[config.mk]
export PLATFORM = sky130hd
export DESIGN_NAME = spla43_preimage_scanner
export DESIGN_NICKNAME = d
export VERILOG_FILES = /design/src/rtl/spla43_preimage_scanner.sv
export SDC_FILE = /design/constraint.sdc
export NUM_CORES = 1
export LEC_CHECK = 0
export ABC_CLOCK_PERIOD_IN_PS = 5400
export CAP_MARGIN = 20
export CORE_MARGIN = 3
export CORE_UTILIZATION = 57
export CTS_CLUSTER_SIZE = 10
export DETAILED_ROUTE_END_ITERATION = 6
export PLACE_DENSITY = 0.93
export SYNTH_ARGS = -nofsm -noshare
export SYNTH_HDL_FRONTEND = slang
export SYNTH_SLANG_ARGS = --single-unit
[constraint.sdc]
create_clock -name clk -period 5.4 [get_ports clk]
set_input_delay 1.62 -clock clk [delete_from_list [all_inputs] [get_ports clk]]
set_output_delay 1.62 -clock clk [all_outputs]
set_load 0.02 [all_outputs]
[src/rtl/spla43_preimage_scanner.sv]
// Enumerates the on-set of the spla output-43 cone: sweeps a 16-bit range one
// candidate per cycle and streams every vector with y0 = 1 over valid/ready.
module spla43_preimage_scanner #(
    parameter int W     = 16,
    parameter int CNT_W = 17
) (
    input  logic             clk,
    input  logic             rst_n,
    input  logic             start,
    input  logic             abort,
    input  logic [W-1:0]     range_lo,
    input  logic [W-1:0]     range_hi,
    output logic             m_valid,
    input  logic             m_ready,
    output logic [W-1:0]     m_vec,
    output logic             busy,
    output logic             done,
    output logic [CNT_W-1:0] match_count
);

    typedef enum logic [1:0] {
        IDLE = 2'd0,
        SCAN = 2'd1,
        HOLD = 2'd2,
        DONE = 2'd3
    } state_t;

    state_t         state_reg;
    logic [W:0]     cursor_reg;
    logic [W-1:0]   hi_reg;
    logic           hit;
    logic           cursor_at_hi;

    // Output-43 cone; x12..x15 do not participate.
    function automatic logic f43(input logic [W-1:0] v);
        logic sel_hi;
        logic sel_lo;
        sel_hi = ~v[7] | (~v[10] & ~v[11]);
        sel_lo = v[7] & (v[8] ^ v[9]);
        return ~v[0] & ~v[1] & ~v[2] & ~v[3] & ~v[4] & v[6] & (v[5] ? sel_hi : sel_lo);
    endfunction

    assign hit          = f43(cursor_reg[W-1:0]);
    // The extra cursor bit keeps a range ending at all-ones from wrapping.
    assign cursor_at_hi = (cursor_reg == {1'b0, hi_reg});

    always_ff @(posedge clk or negedge rst_n) begin
        if (!rst_n) begin
            state_reg   <= IDLE;
            cursor_reg  <= '0;
            hi_reg      <= '0;
            m_valid     <= 1'b0;
            m_vec       <= '0;
            busy        <= 1'b0;
            done        <= 1'b0;
            match_count <= '0;
        end else if (abort) begin
            state_reg <= IDLE;
            m_valid   <= 1'b0;
            busy      <= 1'b0;
            done      <= 1'b0;
        end else begin
            case (state_reg)
                IDLE, DONE: begin
                    if (start) begin
                        hi_reg      <= range_hi;
                        cursor_reg  <= {1'b0, range_lo};
                        match_count <= '0;
                        if (range_lo > range_hi) begin
                            state_reg <= DONE;
                            busy      <= 1'b0;
                            done      <= 1'b1;
                        end else begin
                            state_reg <= SCAN;
                            busy      <= 1'b1;
                            done      <= 1'b0;
                        end
                    end
                end
                SCAN: begin
                    if (hit) begin
                        m_vec     <= cursor_reg[W-1:0];
                        m_valid   <= 1'b1;
                        state_reg <= HOLD;
                    end else if (cursor_at_hi) begin
                        state_reg <= DONE;
                        busy      <= 1'b0;
                        done      <= 1'b1;
                    end else begin
                        cursor_reg <= cursor_reg + 1'b1;
                    end
                end
                HOLD: begin
                    if (m_ready) begin
                        m_valid     <= 1'b0;
                        match_count <= match_count + 1'b1;
                        if (cursor_at_hi) begin
                            state_reg <= DONE;
                            busy      <= 1'b0;
                            done      <= 1'b1;
                        end else begin
                            cursor_reg <= cursor_reg + 1'b1;
                            state_reg  <= SCAN;
                        end
                    end
                end
                default: state_reg <= IDLE;
            endcase
        end
    end

endmodule
* Word-level counts from Yosys, hierarchy flattened *
Cells that the tools add are included.

operators by class
  magnitude comparators = 1
  add/subtract/negate cells = 2
  mux-type cells = 35
  reductions and logical operators = 11
  bitwise gates (word level) = 19
  eq/ne operators = 12

operator list
  cell                                            count
  2-to-1 mux 17 bit                               6
  case mux 17 bit (3 select lines)                1
  adder 17 x 1 -> 17 bit (second input constant)  2
  case mux 17 bit (2 select lines)                1
  == test 17 x 16 -> 1 bit                        1
  greater-than comparator 16 bit                  1
  2-to-1 mux 1 bit                                16
  AND reduction 3 bit                             5
  2-to-1 mux 2 bit                                7
  inequality test 3 bit (second input constant)   4
  NOT 1 bit                                       9
  AND 1 bit                                       8
  AND reduction 4 bit                             2
  inequality test 2 bit (second input constant)   3
  case mux 1 bit (3 select lines)                 2
  case mux 2 bit (3 select lines)                 1
  == test 2 bit (second input constant)           2
  inequality test 4 bit (second input constant)   1
  nonzero test 3 bit                              1
  == test 2 x 1 -> 1 bit (second input constant)  1
  zero test 2 bit                                 1
  case mux 1 bit (2 select lines)                 1
  nonzero test 2 bit                              1
  OR reduction 2 bit                              1
  other kinds (2)                                 2

word-level totals
  logic and storage cells = 88
  flip-flop bits (word level) = 71

* Depth between registers and ports, before layout *
Gate-level depths: netlist (run 1).

  depth after elaboration = 10
  gate-level depth with buffers = 10
  depth with buffers taken out = 9

* Worst setup path after synthesis (run 1) *
Ideal clock, no wire load.

  path kind = input port to flip-flop
  start = input port abort
  end = register cursor_reg[7]
  cell stages on the path = 7
  library setup time = 88 ps
  data required time = 5312 ps
  data arrival time = 3132 ps
  path slack = 2180 ps
  buffers on the path = 3
  path through = buf_2 a221oi_1 o21a_1 buf_2 clkbuf_1 o22ai_1 nor3b_1

on the way
  longest elaborated chain between the ends = 2

RTL lines
  what                                  line  source
  from (decl)                           10    input logic abort,
  NOT 1 bit (no source line)            -
  AND reduction 4 bit (no source line)  -
  to (signal assigned)                  67    cursor_reg <= {1'b0, range_lo};
  to (signal assigned)                  90    cursor_reg <= cursor_reg + 1'b1;
  to (signal assigned)                  102   cursor_reg <= cursor_reg + 1'b1;
  to (decl)                             29    logic [W:0] cursor_reg;

Every way passes these cells.
A chain may end at the register's enable or synchronous reset.

* Worst setup path after layout (run 1) *
  start = input port m_ready
  end = register cursor_reg[8]

on the way
  longest elaborated chain between the ends = 2

RTL lines
  what                                    line  source
  from (decl)                             14    input logic m_ready,
  inequality test 2 bit (no source line)  -
  AND reduction 4 bit (no source line)    -

Every way passes these cells.

==> results of run 1 <==
logic make-up after synthesis:
group / count (synthesis)
buffers and inverters: 54
flip-flops: 71
AO/OA/AOI/OAI: 96
adder cells (fa/ha/maj): 22
AND/OR/NAND/NOR: 150
multiplexers: 21
XOR/XNOR: 24
metrics by stage:
stage | std cells | area [um2] | setup slack (ns)
2_1_floorplan | 438 | 4094 | 2.180
3_3_place_gp | 583 | 4817 | 1.358
4_1_cts | 599 | 5007 | 1.539
6_report | 601 | 5032 | 1.643
3_5_place_dp | 583 | 4817 | 1.239
5_1_grt | 601 | 5032 | 1.438
worst max-delay path: cells and delay by family:
kind	cells	cell delay [ns]
buffers and inverters	3	0.85
AND/OR/NAND/NOR	1	0.35
AO/OA/AOI/OAI	4	1.13
layout make-up:
type                            instances  area (um2)  share of cell area [%]
Sequential cell                        71        1777                   35.31
Tap cell                               96       120.1                   2.387
Clock inverter                          4       45.04                  0.8951
Timing Repair Buffer                   77       763.2                   15.17
Inverter                               28       105.1                   2.089
Multi-Input combinational cell        313        2077                   41.27
Clock buffer                           12       145.1                   2.884
report_power, final:
group / switching, mW / internal [mW]
clock network: 0.193 / 0.224
registers: 0.204 / 0.682
logic: 0.465 / 0.364
per-layer routing:
layer / part of all wire, % / global-route usage [%] / wire length, um
met5: 0 / 0 / 0
met4: 2.4 / 9.694 / 233
met2: 48 / 38.91 / 4710
met3: 8.6 / 6.167 / 837
met1: 41 / 30.72 / 3940
path summary, 6_finish.rpt:
path	from	slack [ns]	endpoint	cells after the start
max	m_ready	1.64	cursor_reg[8]	8
min reg2reg	m_vec[6]	0.47	m_vec[6]	1
max in group asynchronous	rst_n	3.73	hi_reg[8]	2
min in group asynchronous	rst_n	1.12	match_count[3]	1
max reg2reg	state_reg[0]	2.39	hi_reg[0]	5
min	m_vec[6]	0.47	m_vec[6]	1
cells in the final DEF, fill, tap and decap left out, types with 5 or more instances in the layout:
master	Yosys	layout
nand3_1	13	13
o22ai_1	12	12
mux2_2	16	16
xnor2_1	5	5
nand2_1	45	45
ha_1	22	22
clkbuf_8	0	10
nor2_1	28	28
nor2b_1	7	7
mux2i_1	5	5
a21oi_1	21	21
xor2_1	19	19
nor3_1	7	7
clkdlybuf4s50_1	0	71
a21o_1	5	5
nor4_1	7	7
o21ai_0	31	31
and3_1	11	11
dfrtp_1	71	71
inv_1	28	28
nand4_1	14	14
==> results.ini, run 1 <==
[timing]
min_period_over_period_pct = 69.57
rsz0062_at_grt = no
period_needed_ns = 3.757
setup_viol = 0
finalHoldViolCount = 0
drv_slew = 0
finalClockSkew_ns = 0.007312
worst_pin_slew_ns = 0.8564
max_slew_margin_pct = 42.91
holdWs_ns = 0.4730
fin_tns_setup_ns = 0
max_freq_ghz = 0.2662

[yosys]
synth.net_count = 497
ys.flop_type = dfrtp_1
syn_inst = 438
synth-seq-cells = 71
synthAdderAreaFrac_pct = 6.724
synth_top_area_share_pct = 43.40
synth-edff-count = 0
yosysWarnings = 0
synth.avg_cell_area_um2 = 9.347
synth-compound-area-share_pct = 14.64
synth_top_family_by_area = simple AND/OR/NAND/NOR gates
synth_most_common_cell = dfrtp_1
async_flop_share_pct = 100.0
synth_simple_gate_area_share_pct = 18.61
yosys-top-cells-area = dfrtp_1 (43%), ha_1 (6.7%), mux2_2 (4.4%)
syn_area_um2 = 4094
synth-xor-area-share_pct = 5.134
yosys.area.top_type = dfrtp_1
synth.mux.area_fraction_pct = 5.623
synth_common_cells = dfrtp_1 (71), nand2_1 (45), o21ai_0 (31)
ys_seq_area_share_pct = 43.40
ys_types = 43

[cells_and_area]
syn2layout_area_growth_pct = 22.92
fillers = 479
fin_nets = 559
final_util_pct = 73.26
diodes = 0
layout-drive-gt1-share_pct = 8.119

[routing]
drt-initial-drc-count = 302
route.antenna.remaining_nets = 0
dr_total_vias = 3640
vias_per_cell = 6.057
drc = 0
avgRoutedWirePerCell_um = 16.18
dr.pass1.iters = 6
drt-total-wl_um = 9722

[die]
core.rowCount = 30
pin_count = 73
die-width_um = 90.75
initial_core_util_pct = 59.60
die_h_um = 90.75
fp.coreArea_um2 = 6869
die_area_um2 = 8236

[clock_network]
cts_tree = done
cts.clk_slew.worst_paths_ns = 0.07
clock-sinks = 71
root_buffer = clkbuf_8
cts_max_path_buffers = 2
post_cts_resize_count = 0
cts_made_buffers = 9
cts_hold_buf = 0
htreeDepth = 3
worstSkewPairLatency_ns = 0.34
cts_setup_buffers = 0

[worst_setup_path]
critical_path.slowest_cell = a221oi_1
crit_arrival_ns = 3.94
critPathMaxStageDelay_ns = 0.59
critPathMaxFanout = 22
cp-start-kind = input pin
cp-end-kind = flop
required_ns = 5.59
crit_path_cell_trace = clkdlybuf4s50_1 -> inv_1 -> a221oi_1 -> o21a_1 -> buf_4 -> nand2_1 -> o22ai_1 -> a311oi_1
critPathKind = input pin to flop

[global_routing]
grt_use_total_pct = 24.04
grt_first_pass_wirelength_um = 16100
grt_overflow_total = 0
antenna_found_initial = 0
grt_pass1_vias = 3427
grt_start_max_net_pins = 51

[run_status]
status = complete, no violations

[pwr]
ir_drop_uv = 189.1
powerDensity_nw_per_um2 = 423.7
power_leakage_nw = 2.305
power.total_mw = 2.132

[job]
drv_cap = 0

[placement]
dp_hpwl_um = 7098
port_buffers = 72
gp_congestion = 0.9276

[min_path]
hp-class = flop to flop

Power figures use the tool's default switching activity.
==> inputs of run 2 (changes only) <==
--- a/config.mk
+++ b/config.mk
@@ -5,13 +5,13 @@
 export SDC_FILE = /design/constraint.sdc
 export NUM_CORES = 1
 export LEC_CHECK = 0
-export ABC_CLOCK_PERIOD_IN_PS = 5400
+export ABC_CLOCK_PERIOD_IN_PS = 3850
 export CAP_MARGIN = 20
 export CORE_MARGIN = 3
-export CORE_UTILIZATION = 57
+export CORE_UTILIZATION = 53
 export CTS_CLUSTER_SIZE = 10
 export DETAILED_ROUTE_END_ITERATION = 6
-export PLACE_DENSITY = 0.93
+export PLACE_DENSITY = 0.87
 export SYNTH_ARGS = -nofsm -noshare
 export SYNTH_HDL_FRONTEND = slang
 export SYNTH_SLANG_ARGS = --single-unit
==> constraint.sdc (replaced) <==
create_clock -name clk -period 3.85 [get_ports clk]
set_input_delay 1.155 -clock clk [delete_from_list [all_inputs] [get_ports clk]]
set_output_delay 1.155 -clock clk [all_outputs]
set_load 0.02 [all_outputs]
==> run 2 against run 1 <==
Compared with the run above: via count down 2.4%; core utilization decreased by 4.2 points; non-clock buffer count grew 4; first-iteration DRC count shrank 19%; sequential power is 41% higher; critical path depth stayed put; design area up 1.2%; worst setup slack got worse by 0.94 ns; largest power group unchanged.
==> results.ini, run 2 (synthesis gave the netlist of run 1 again) <==
[run_status]
status = complete, no violations

[cells_and_area]
fin_nets = 563
layout-drive-gt1-share_pct = 9.037
syn2layout_area_growth_pct = 24.36
fin_area_um2 = 5091
fin_cells = 608
layout_common_cells = dfrtp_1 (71), clkdlybuf4s50_1 (71), nand2_1 (45)
diodes = 0

[clock_network]
cts_setup_buffers = 0
worstSkewPairLatency_ns = 0.35
cts.clk_slew.worst_paths_ns = 0.07
post_cts_resize_count = 0
cts_max_path_buffers = 2
root_buffer = clkbuf_8
cts_hold_buf = 0
cts_tree = done
htreeDepth = 3
clock-sinks = 71
cts_made_buffers = 9

[worst_setup_path]
critPathMaxFanout = 12
startpoint = m_ready
r2r-start = state_reg[0]
crit_arrival_ns = 3.37
cp-end-kind = flop
cp-start-kind = input pin
critPathKind = input pin to flop
required_ns = 4.08

[die]
pin_count = 73
die_area_um2 = 8815
fp.coreArea_um2 = 7370
die_h_um = 93.89
die-width_um = 93.89
core.rowCount = 31
initial_core_util_pct = 55.55

[placement]
placedInstanceArea_um2 = 4878
gp_congestion = 0.9198
dpl.cell_count = 592
dp_hpwl_um = 6878
port_buffers = 72

[pwr]
power.total_mw = 3.059
power_leakage_nw = 2.328
powerDensity_nw_per_um2 = 600.9
ir_drop_uv = 295.7

[routing]
drc = 0
avgRoutedWirePerCell_um = 15.15
vias_per_cell = 5.840
drt-initial-drc-count = 246
dr.pass1.iters = 5
dr_total_vias = 3551
route.antenna.remaining_nets = 0
drt-total-wl_um = 9214

[timing]
worst_pin_slew_ns = 0.8597
finalClockSkew_ns = 0.008118
fin_tns_setup_ns = 0
finalHoldViolCount = 0
period_needed_ns = 3.144
rsz0062_at_grt = no
max_slew_margin_pct = 42.69
min_period_over_period_pct = 81.66
drv_slew = 0
setup_viol = 0
max_freq_ghz = 0.3181

[min_path]
hp-class = flop to flop
worstHoldStart = m_vec[6]

[global_routing]
grt_first_pass_wirelength_um = 15550
antenna_found_initial = 0
grt_start_max_net_pins = 72
grt_overflow_total = 0
grt_pass1_vias = 3362
grt_use_total_pct = 22.28

[job]
drv_cap = 0

run 2: cell count changes in the layout (fill, tap and decap cells not counted):
| cell | before | now |
|---|---|---|
| buf_2 | 2 | 1 |
| buf_4 | 3 | 8 |
| bufinv_16 | 1 | 2 |
| clkbuf_1 | 2 | 1 |
| clkbuf_8 | 10 | 9 |
| clkinv_2 | 3 | 2 |
| clkinvlp_4 | 0 | 2 |
run 2: metrics by stage:
stage	hold WS [ns]	utilization (%)	setup WS, ns
floorplan	0.4689	-	1.095
global placement	0.4548	66.20	0.4736
CTS	0.4892	69.08	0.7153
detailed placement	0.4722	66.20	0.3787
finish	0.4840	69.08	0.7060
global route	0.5187	69.08	0.4786
run 2: final timing paths:
| path | to | cells after the start | slack [ns] |
|---|---|---|---|
| min | m_vec[6] | 1 | 0.48 |
| min in group asynchronous | match_count[5] | 2 | 0.82 |
| max reg2reg | cursor_reg[7] | 8 | 0.98 |
| max in group asynchronous | m_vec[12] | 2 | 2.74 |
| min reg2reg | m_vec[6] | 1 | 0.48 |
| max | cursor_reg[7] | 8 | 0.71 |
run 2: report_power, final:
| part | switching (mW) | internal, mW | leakage (nW) | total (mW) |
|---|---|---|---|---|
| logic | 0.640 | 0.535 | 1.30 | 1.17 |
| registers | 0.289 | 0.957 | 0.922 | 1.25 |
| clock network | 0.277 | 0.362 | 0.102 | 0.639 |
| total | 1.21 | 1.85 | 2.33 | 3.06 |
run 2: cell type report:
class	instances	area, um2
flip-flops and latches	71	1777
clock buffers	10	127.6
clock inverters	6	85.08
fillers	593	2278
repair buffers	81	795.8
well taps	99	123.9
inverters	28	105.1
multi-input cells	313	2077
run 2: critical path, cell delays in order:
cell and delay (ns):
clkdlybuf4s50_1 0.50, inv_1 0.07, a221oi_1 0.44, buf_4 0.20
o21a_1 0.32, nand2_1 0.35, o22ai_1 0.26, nor3b_1 0.07
run 2: metal layers:
metal | up-vias | track usage, % | wire (um)
met5 | - | 0 | 0
met3 | 20 | 3.606 | 635
met1 | 1687 | 29.60 | 3883
met4 | 0 | 9.747 | 234
li1 | 1699 | - | -
met2 | 145 | 35.96 | 4460
==> variant (config.mk and constraints of run 2) <==
Make the reset (`rst_n`) synchronous in one clocked block.
--- a/src/rtl/spla43_preimage_scanner.sv
+++ b/src/rtl/spla43_preimage_scanner.sv
@@ -44,7 +44,7 @@
     // The extra cursor bit keeps a range ending at all-ones from wrapping.
     assign cursor_at_hi = (cursor_reg == {1'b0, hi_reg});
 
-    always_ff @(posedge clk or negedge rst_n) begin
+    always_ff @(posedge clk) begin
         if (!rst_n) begin
             state_reg   <= IDLE;
             cursor_reg  <= '0;
Behaviour: differs if rst_n is asserted again (counterexample within 4 cycles, from zero or initial values and one cycle with rst_n low); with rst_n held inactive, the same outputs for 4 cycles.
==> variant against run 2 <==
First-iteration DRC count up 34%. Sequential cell count stayed put. Wire length increased by 13%. Via count increased by 5.5%. Worst setup slack gained 0.053 ns. Die area fell by 3.8%. Area after synthesis down 4.0%. Cell area is 4.2% lower. Critical path type unchanged. Critical endpoint is now state_reg[1]. Largest cell class unchanged.
Power is not compared: it rests on default switching activity, and its combinational part moved more than twofold at a synthesized area within 25%.
==> variant: results (changes against run 2) <==
Synth async-reset ratio 0 (-1.000); post-synthesis sequential area ratio 0.3618 (-0.07220); placed insts 625 (+5.6%); post-synthesis mux area share 0.03567 (-0.02057); Post-Synth XOR/XNOR Area 0.07134 (+0.01999); layout cells sized above 1 0.06239 (-0.02799); largest net degree at the start of global routing 41 (-43%); RR Endpoint cursor_reg[12]; Skew-Pair Late Insertion Delay 0.36 ns; Synth cell types 55 (+28%); WHS Endpoint m_vec[6]; Syn Nets 535 (+7.6%); Mapped Cells 476 (+8.7%); CP startpoint range_hi[15]; first-pass GRT wire length 16.93 mm (+8.9%); Worst Reg-to-Reg Cells 7 (-1); P_leak 2.010 nW; Hold Crit Start m_vec[6]; VDD IR max 0.0002072 V; Reg2Reg Setup Slack 1.23 ns (+0.25 ns); largest cells by area after synthesis dfxtp_1 36%, ha_1 7.0%, nand2_1 6.6%; last weighted congestion value of the routability-driven placer 0.9007 (-2.1%); crit path DAT 3.35 ns (-0.02 ns); post-cts resize count 0 (unchanged); number of filler cells placed in the layout 557 (-6.1%); Clk Tree Root Cell clkbuf_8; Hold WS 0.4542 ns (-0.02979 ns); Synth Area in Compound Gates 0.1720 (+0.02558); Clock transition at path regs 0.08 ns; Place WS 0.4274 ns (+0.04869 ns); vias 3747 (+5.5%); number of diodes 0 (unchanged); Synth Area in Adders 0.07006 (+0.002827); status complete, no violations; first-pass detailed-route iteration total 6 (+1); dpl hpwl 7.696 mm (+12%); Pint 1.231 mW; number of CTS-inserted buffers 9 (unchanged); Clock Skews 0.01461 ns (+0.006488 ns); number of global-route vias before repair 3559 (+5.9%); Worst Path Max Fanout 3 (-9); initial antenna violation count 0 (unchanged); Hold Crit Class reg2reg; reg2reg start cursor_reg[0]; max_slew headroom 0.4586 (+0.03171); Worst Setup EP state_reg[1]; CTS max path bufs 2 (unchanged); seq pwr 812 uW; commonest cells in the synthesized netlist 71 x dfxtp_1, 69 x nand2_1, 48 x nor2_1; H-Tree Depth 3 (unchanged); placed inst area 4671 sq um (-4.3%); nets 599 (+6.4%); crit share post-route 0.8029 (-0.01367); layout overhead on the synthesized area 24.11%; P_sw 573.8 uW; WHS Path Cells 2 (+1); final wirelength 10.39 mm (+13%); 1st-iter DRT viols 329 (+34%); Post-Layout Cell Count 641 (+5.4%); gr usage total 0.2493 (+0.02644)
==> variant: metal layers <==
metal	GRT usage	share of wire	vias to the layer above
met5	0	0	-
met4	0.1250	0.033	0
met3	0.05414	0.072	38
met2	0.4161	0.49	170
met1	0.3015	0.41	1748
li1	-	-	1791
==> variant: area by class of cell <==
| type | instances | share of cell area |
|---|---|---|
| repair buffers | 78 | 0.1570 |
| flip-flops and latches | 71 | 0.2915 |
| clock buffers | 9 | 0.02540 |
| well taps | 96 | 0.02463 |
| inverters | 27 | 0.02079 |
| clock inverters | 7 | 0.01668 |
| multi-input cells | 353 | 0.4639 |
==> variant: worst max-delay path, stage by stage <==
cell and delay (ns):
clkdlybuf4s50_1 0.49, inv_1 0.05, ha_1 0.31, nand4_1 0.15, nor4_1 0.49, a21boi_0 0.26, o31a_1 0.23, nand3_1 0.09
o32ai_1 0.12
